==> config.mk <==
export PLATFORM = sky130hd
export DESIGN_NAME = id_ex_stage
export DESIGN_NICKNAME = d
export VERILOG_FILES = /design/src/rtl/id_ex_stage.sv
export SDC_FILE = /design/constraint.sdc
export NUM_CORES = 1
export LEC_CHECK = 0
export CORE_ASPECT_RATIO = 0.75
export CORE_UTILIZATION = 48
export DETAILED_ROUTE_END_ITERATION = 10
export DONT_BUFFER_PORTS = 1
export SYNTH_ARGS = -nofsm -noshare
export SYNTH_HDL_FRONTEND = slang
export SYNTH_SLANG_ARGS = --single-unit
==> constraint.sdc <==
create_clock -name clk -period 3.2 [get_ports clk]
set_input_delay 0.64 -clock clk [delete_from_list [all_inputs] [get_ports clk]]
set_output_delay 0.64 -clock clk [all_outputs]
set_load 0.05 [all_outputs]
==> src/rtl/id_ex_stage.sv <==
// ID/EX pipeline register with load-use hazard detection, EX-stage operand
// forwarding from EX/MEM and MEM/WB, and ALU select decode.
module id_ex_stage #(
  parameter int N  = 32,
  parameter int RW = 5
) (
  input  logic          clk,
  input  logic          rst_n,
  input  logic          flush,
  input  logic          id_valid,
  input  logic [RW-1:0] id_rs1_addr,
  input  logic [RW-1:0] id_rs2_addr,
  input  logic [RW-1:0] id_rd_addr,
  input  logic [N-1:0]  id_rs1_data,
  input  logic [N-1:0]  id_rs2_data,
  input  logic [N-1:0]  id_imm,
  input  logic          id_alu_src,
  input  logic [1:0]    id_alu_op,
  input  logic [3:0]    id_funct,
  input  logic          id_mem_read,
  input  logic          id_mem_write,
  input  logic          id_reg_write,
  input  logic [RW-1:0] mem_rd_addr,
  input  logic          mem_reg_write,
  input  logic [N-1:0]  mem_result,
  input  logic [RW-1:0] wb_rd_addr,
  input  logic          wb_reg_write,
  input  logic [N-1:0]  wb_result,
  output logic          stall,
  output logic          ex_valid,
  output logic [N-1:0]  alu_a,
  output logic [N-1:0]  alu_b,
  output logic [3:0]    alu_sel,
  output logic [N-1:0]  ex_store_data,
  output logic [RW-1:0] ex_rd_addr,
  output logic          ex_reg_write,
  output logic          ex_mem_read,
  output logic          ex_mem_write
);

  logic          valid_q, reg_write_q, mem_read_q, mem_write_q, alu_src_q;
  logic [1:0]    alu_op_q;
  logic [3:0]    funct_q;
  logic [RW-1:0] rs1_addr_q, rs2_addr_q, rd_addr_q;
  logic [N-1:0]  rs1_data_q, rs2_data_q, imm_q;
  logic [N-1:0]  fwd_rs1, fwd_rs2;

  assign ex_valid      = valid_q;
  assign ex_rd_addr    = rd_addr_q;
  assign ex_reg_write  = valid_q & reg_write_q;
  assign ex_mem_read   = valid_q & mem_read_q;
  assign ex_mem_write  = valid_q & mem_write_q;

  // rs2 is compared even for immediate forms; a rare false stall is harmless.
  assign stall = ex_mem_read && (rd_addr_q != '0) && id_valid &&
                 ((id_rs1_addr == rd_addr_q) || (id_rs2_addr == rd_addr_q));

  // Bubbles only clear valid and controls; data fields keep stale values.
  always_ff @(posedge clk or negedge rst_n) begin
    if (!rst_n) begin
      valid_q     <= 1'b0;
      reg_write_q <= 1'b0;
      mem_read_q  <= 1'b0;
      mem_write_q <= 1'b0;
      alu_src_q   <= 1'b0;
      alu_op_q    <= 2'b00;
      funct_q     <= 4'b0000;
      rs1_addr_q  <= '0;
      rs2_addr_q  <= '0;
      rd_addr_q   <= '0;
      rs1_data_q  <= '0;
      rs2_data_q  <= '0;
      imm_q       <= '0;
    end else if (flush || stall) begin
      valid_q     <= 1'b0;
      reg_write_q <= 1'b0;
      mem_read_q  <= 1'b0;
      mem_write_q <= 1'b0;
    end else begin
      valid_q     <= id_valid;
      reg_write_q <= id_reg_write;
      mem_read_q  <= id_mem_read;
      mem_write_q <= id_mem_write;
      alu_src_q   <= id_alu_src;
      alu_op_q    <= id_alu_op;
      funct_q     <= id_funct;
      rs1_addr_q  <= id_rs1_addr;
      rs2_addr_q  <= id_rs2_addr;
      rd_addr_q   <= id_rd_addr;
      rs1_data_q  <= id_rs1_data;
      rs2_data_q  <= id_rs2_data;
      imm_q       <= id_imm;
    end
  end

  // The younger EX/MEM result takes precedence over MEM/WB; x0 is never forwarded.
  always_comb begin
    fwd_rs1 = rs1_data_q;
    if (mem_reg_write && (mem_rd_addr != '0) && (mem_rd_addr == rs1_addr_q))
      fwd_rs1 = mem_result;
    else if (wb_reg_write && (wb_rd_addr != '0) && (wb_rd_addr == rs1_addr_q))
      fwd_rs1 = wb_result;

    fwd_rs2 = rs2_data_q;
    if (mem_reg_write && (mem_rd_addr != '0) && (mem_rd_addr == rs2_addr_q))
      fwd_rs2 = mem_result;
    else if (wb_reg_write && (wb_rd_addr != '0) && (wb_rd_addr == rs2_addr_q))
      fwd_rs2 = wb_result;
  end

  assign alu_a         = fwd_rs1;
  assign alu_b         = alu_src_q ? imm_q : fwd_rs2;
  assign ex_store_data = fwd_rs2;

  // funct[3] selects subtract only for register-register forms.
  always_comb begin
    alu_sel = 4'b0010;
    case (alu_op_q)
      2'b00: alu_sel = 4'b0010;
      2'b01: alu_sel = 4'b0110;
      2'b10: begin
        case (funct_q[2:0])
          3'b000:  alu_sel = (funct_q[3] && !alu_src_q) ? 4'b0110 : 4'b0010;
          3'b111:  alu_sel = 4'b0000;
          3'b110:  alu_sel = 4'b0001;
          default: alu_sel = 4'b1111;
        endcase
      end
      default: alu_sel = 4'b0010;
    endcase
  end

endmodule
-- Word level (Yosys, flattened, before mapping)
Index checks and enable logic that the tools add are counted.
- register bits: 122
- output and inout port bits: 110
- bitwise logic cells: 3
- equal/unequal tests: 10
- muxes and demuxes: 12
- reductions and logical operators: 17
- operator list (kind ; number):
    32-bit two-way mux ; 5
    5-bit equality test ; 6
    5-bit nonzero test ; 3
    4-bit case mux with 3 select lines ; 1
    1-bit logical AND ; 10
    4-bit case mux with 2 select lines ; 1
    3-bit equality test (second input constant) ; 2
    1-bit two-way mux ; 4
    1-bit AND ; 3
    3-bit zero test ; 1
    3-bit two-way mux ; 1
    2-bit by 1-bit equality test with 1-bit output (second input constant) ; 1
    2-bit equality test (second input constant) ; 1
    1-bit logical OR ; 2
    1-bit zero test ; 1

-- Depth between registers and ports, before layout
- word-level depth: 6
- gate-level depth with buffers: 7

-- Worst setup path before layout
Ideal clock, no wire load.
- path type: in2out
- start: input port mem_rd_addr[1]
- end: output port alu_b[30]
- cell stages on the path: 6
- buffers on the path: 1
- setup slack: -455 ps
- data required time: 2560 ps
- data arrival time: 3015 ps
- cells stage by stage: or4_4 -> o211ai_4 -> buf_2 -> nor3_1 -> a31oi_1 -> mux2_2
- longest elaborated chain between the ends: 5
- ends and longest elaborated chain (item ; line ; source):
    start, declared ; 23 ; input logic [RW-1:0] mem_rd_addr,
    5-bit nonzero test ; 105 ; if (mem_reg_write && (mem_rd_addr != '0) && (mem_rd_addr == rs2_addr_q))
    1-bit logical AND ; 105 ;
    1-bit logical AND (*) ; 105 ;
    32-bit two-way mux (*) ; 105 ;
    named net ex_store_data[30] ; 34 ; output logic [N-1:0] ex_store_data,
    32-bit two-way mux (*) ; 112 ; assign alu_b = alu_src_q ? imm_q : fwd_rs2;
    end, declared ; 32 ; output logic [N-1:0] alu_b,
The timed path passes the listed nets; every way through them passes the cells marked *.

-- Final worst setup path
- start: register rs2_addr_q[1]
- end: output port alu_b[5]
- longest elaborated chain between the ends: 5
- ends and longest elaborated chain (item ; line ; source):
    start, declared ; 44 ; logic [RW-1:0] rs1_addr_q, rs2_addr_q, rd_addr_q;
    start signal, assigned ; 88 ; rs2_addr_q <= id_rs2_addr;
    5-bit equality test ; 107 ; else if (wb_reg_write && (wb_rd_addr != '0) && (wb_rd_addr == rs2_addr_q))
    1-bit logical AND ; 107 ;
    32-bit two-way mux ; 107 ;
    32-bit two-way mux (*) ; 105 ;
    32-bit two-way mux (*) ; 112 ;
Mark *: on every way between the ends. The rest lies on a longest branch, timed or not.

==> impl_metrics.json <==
{
  "status": "complete, but fails checks",
  "violations": "negative hold slack",
  "clock_latency_ns": 0.42,
  "clkSlewWorstSetupHoldPaths_ns": 0.06,
  "drt_iter0_drc": 318,
  "synth_mux_area_frac": 0.266,
  "ys_seq_elements": 122,
  "post_drt_wl_per_cell_um": 25.0,
  "start_kind": "flip-flop",
  "async_flop_share": 1.00,
  "n_fill_cell": 1100,
  "period_share": 0.985,
  "fp.coreArea_sq_um": 14700,
  "antenna_found_initial": 4,
  "critical_path_class": "reg2out",
  "yosys_most_used_dff": "dfrtp_1",
  "grt_pass1_wl_mm": 33.2,
  "die_h_um": 109,
  "routed-via-count": 5460,
  "ant_nets": 0,
  "drcViolationCount": 0,
  "synthCells": 623,
  "arrival_ns": 2.51,
  "min-delay-path-class": "in2async",
  "maxCapViolations": 0,
  "grt_max_degree": 123,
  "cts_buffer_depth": 2,
  "post-place-ws_ns": 0.0937,
  "use_met1": 0.326,
  "rows": 38,
  "worst_ir_drop_vdd_mv": 0.426,
  "met3_usage": 0.105,
  "die_w_um": 145,
  "ys_seq_area_frac": 0.416,
  "pin_count": 311,
  "wirelength_mm": 22.5,
  "cts_sinks": 122,
  "layout_min_cycle_time_ns": 3.15,
  "synth_xor_area_frac": 0.0358,
  "avgViaCountPerCell": 6.09,
  "dp_cells": 859,
  "yosys.area.top_type_share": 0.416,
  "start_util": 0.499,
  "dieArea_sq_um": 15800,
  "mostFrequentLayoutCell": "dfrtp_1",
  "use_met2": 0.486,
  "layoutNonFillerInstCount": 897,
  "top_usage_layer": "met2",
  "reg2reg_setup_slack_ns": 0.85,
  "holdWs_ns": -0.0891,
  "crit_fanout": 8,
  "slew_viol_final": 0,
  "final_cell_mix": "dfrtp_1 (121), mux2_2 (116), buf_4 (47)",
  "p_total_mw": 6.02,
  "synth-edff-count": 0,
  "cts_buffers": 17,
  "yosysUniqueCellTypes": 39,
  "grt_overflow": 0,
  "clockRootBuffer": "clkbuf_16",
  "finalHoldViolCount": 122,
  "synth_top_family_by_area": "multiplexers",
  "synth_area_leaders": "dfrtp_1 (42%), mux2_2 (22%), a31oi_4 (8.7%)",
  "drive_above_1_share": 0.536,
  "yosysTopAreaCell": "dfrtp_1",
  "area_delta_synth_final_pct": 30.5,
  "synthAdderAreaFrac": 0.00341,
  "port_buffers": 0,
  "synth_nets": 826,
  "fin_skew_ns": 0.00494,
  "slew_headroom": 0.504,
  "critPathCaptureType": "primary output",
  "synthSimpleGateAreaFrac": 0.0931,
  "synth_area_sq_um": 7340,
  "firstDrtPassIters": 6,
  "avgSynthCellArea_sq_um": 11.8,
  "pwr_density_cell_nw_per_um2": 629,
  "setup_ws_ns": 0.0495,
  "fmax_ghz": 0.317,
  "required_ns": 2.56,
  "cts_tree": "done",
  "worst_slew_pin_slew_ns": 0.745,
  "synth_compound_area_frac": 0.148,
  "yosysWarnings": 0,
  "grt_setup_unrepaired": "yes",
  "nets": 884,
  "setup_viol": 0,
  "cts-htree-levels": 4,
  "p_leak_nw": 3.70,
  "grt_pass1_vias": 5795,
  "post-dp-hpwl_mm": 15.6,
  "track_usage": 0.288,
  "gp_congestion": 0.797
}
## path summary, 6_finish.rpt
| kind | startpoint | endpoint | depth (start not counted) |
|---|---|---|---|
| worst max-delay path | rs2_addr_q[1] | alu_b[5] | 5 |
| worst min-delay path | rst_n | imm_q[6] | 0 |
| worst max register to register | ex_rd_addr[4] | rs2_data_q[13] | 6 |
| worst min register to register | imm_q[8] | imm_q[8] | 1 |
| max in group asynchronous | rst_n | rs2_data_q[12] | 0 |
| min in group clk | id_mem_read | mem_read_q | 1 |
## area by class of cell
cell class                      instances  area (sq um)  area share
Multi-Input combinational cell        453          4460       0.466
Sequential cell                       122          3050       0.319
Tap cell                              200           250      0.0261
Timing Repair Buffer                   85          1110       0.116
Antenna cell                            3          7.51    0.000784
Inverter                                2          7.51    0.000784
Clock inverter                         14           241      0.0252
Clock buffer                           18           439      0.0459
## metal layers
metal  part of all wire  up-vias
met5            0.00058        -
li1                   -     2426
met2               0.50      257
met1               0.38     2733
met4              0.020        2
met3              0.095       42
## worst max-delay path, cell delays in order (launching register included)
cell	delay (ns)
dfrtp_1	0.44
xor2_2	0.23
or4b_4	0.72
o21ai_2	0.22
a31oi_4	0.11
mux2_4	0.37
## cell usage after synthesis, types with 2 or more instances
cell      instances
mux2_2          145
nand3_1          36
a22o_1            5
a21oi_1          33
and2_1            8
a31oi_1           2
buf_1             5
mux2i_1          32
nand2_1           4
inv_1             2
nor3_1           35
nand4_1           3
and3_1            2
a31oi_4          30
clkbuf_1         16
or4_4             2
buf_2            24
xnor2_1          23
nor2_1           35
o21ai_1          32
dfrtp_1         122
xor2_1            7
ha_1              2
buf_12            3
## where the power goes
group	leakage (nW)	total, mW	internal [mW]	switching (mW)
clock	0.331	2.23	1.49	0.742
combinational	1.94	1.95	0.760	1.19
sequential	1.43	1.84	1.70	0.141
total	3.70	6.02	3.95	2.08
## registers in the layout, indices dropped and copies added (netlist names), 2 cells and up
register	count
funct_q	4
imm_q	32
rs1_data_q	32
rs2_data_q	32
ex_rd_addr	5
rs2_addr_q	5
alu_op_q	2
rs1_addr_q	5
## per-stage QoR
step | setup TNS, ns | area, sq um | util
finish | 0 | 9580 | 0.652
global route | -0.0224 | 9580 | 0.652
CTS | -0.310 | 9440 | 0.643
detailed placement | 0 | 8570 | 0.583
global placement | 0 | 8570 | 0.583
floorplan | -0.153 | 7460 | -
## timing repair
action	CTS	global route
setup endpoints to repair	52	55
setup buffers	0	0
endpoints found under the hold margin	122	122
pin swaps	3	3
gates resized for setup	41	35
cloned	3	0
## logic make-up after synthesis
logic type,Yosys count
buf+inv,51
mux,177
simple gates,133
fa+ha+maj,2
compound gates,108
flops,122
xor+xnor,30
(Power assumes the default switching activity.)
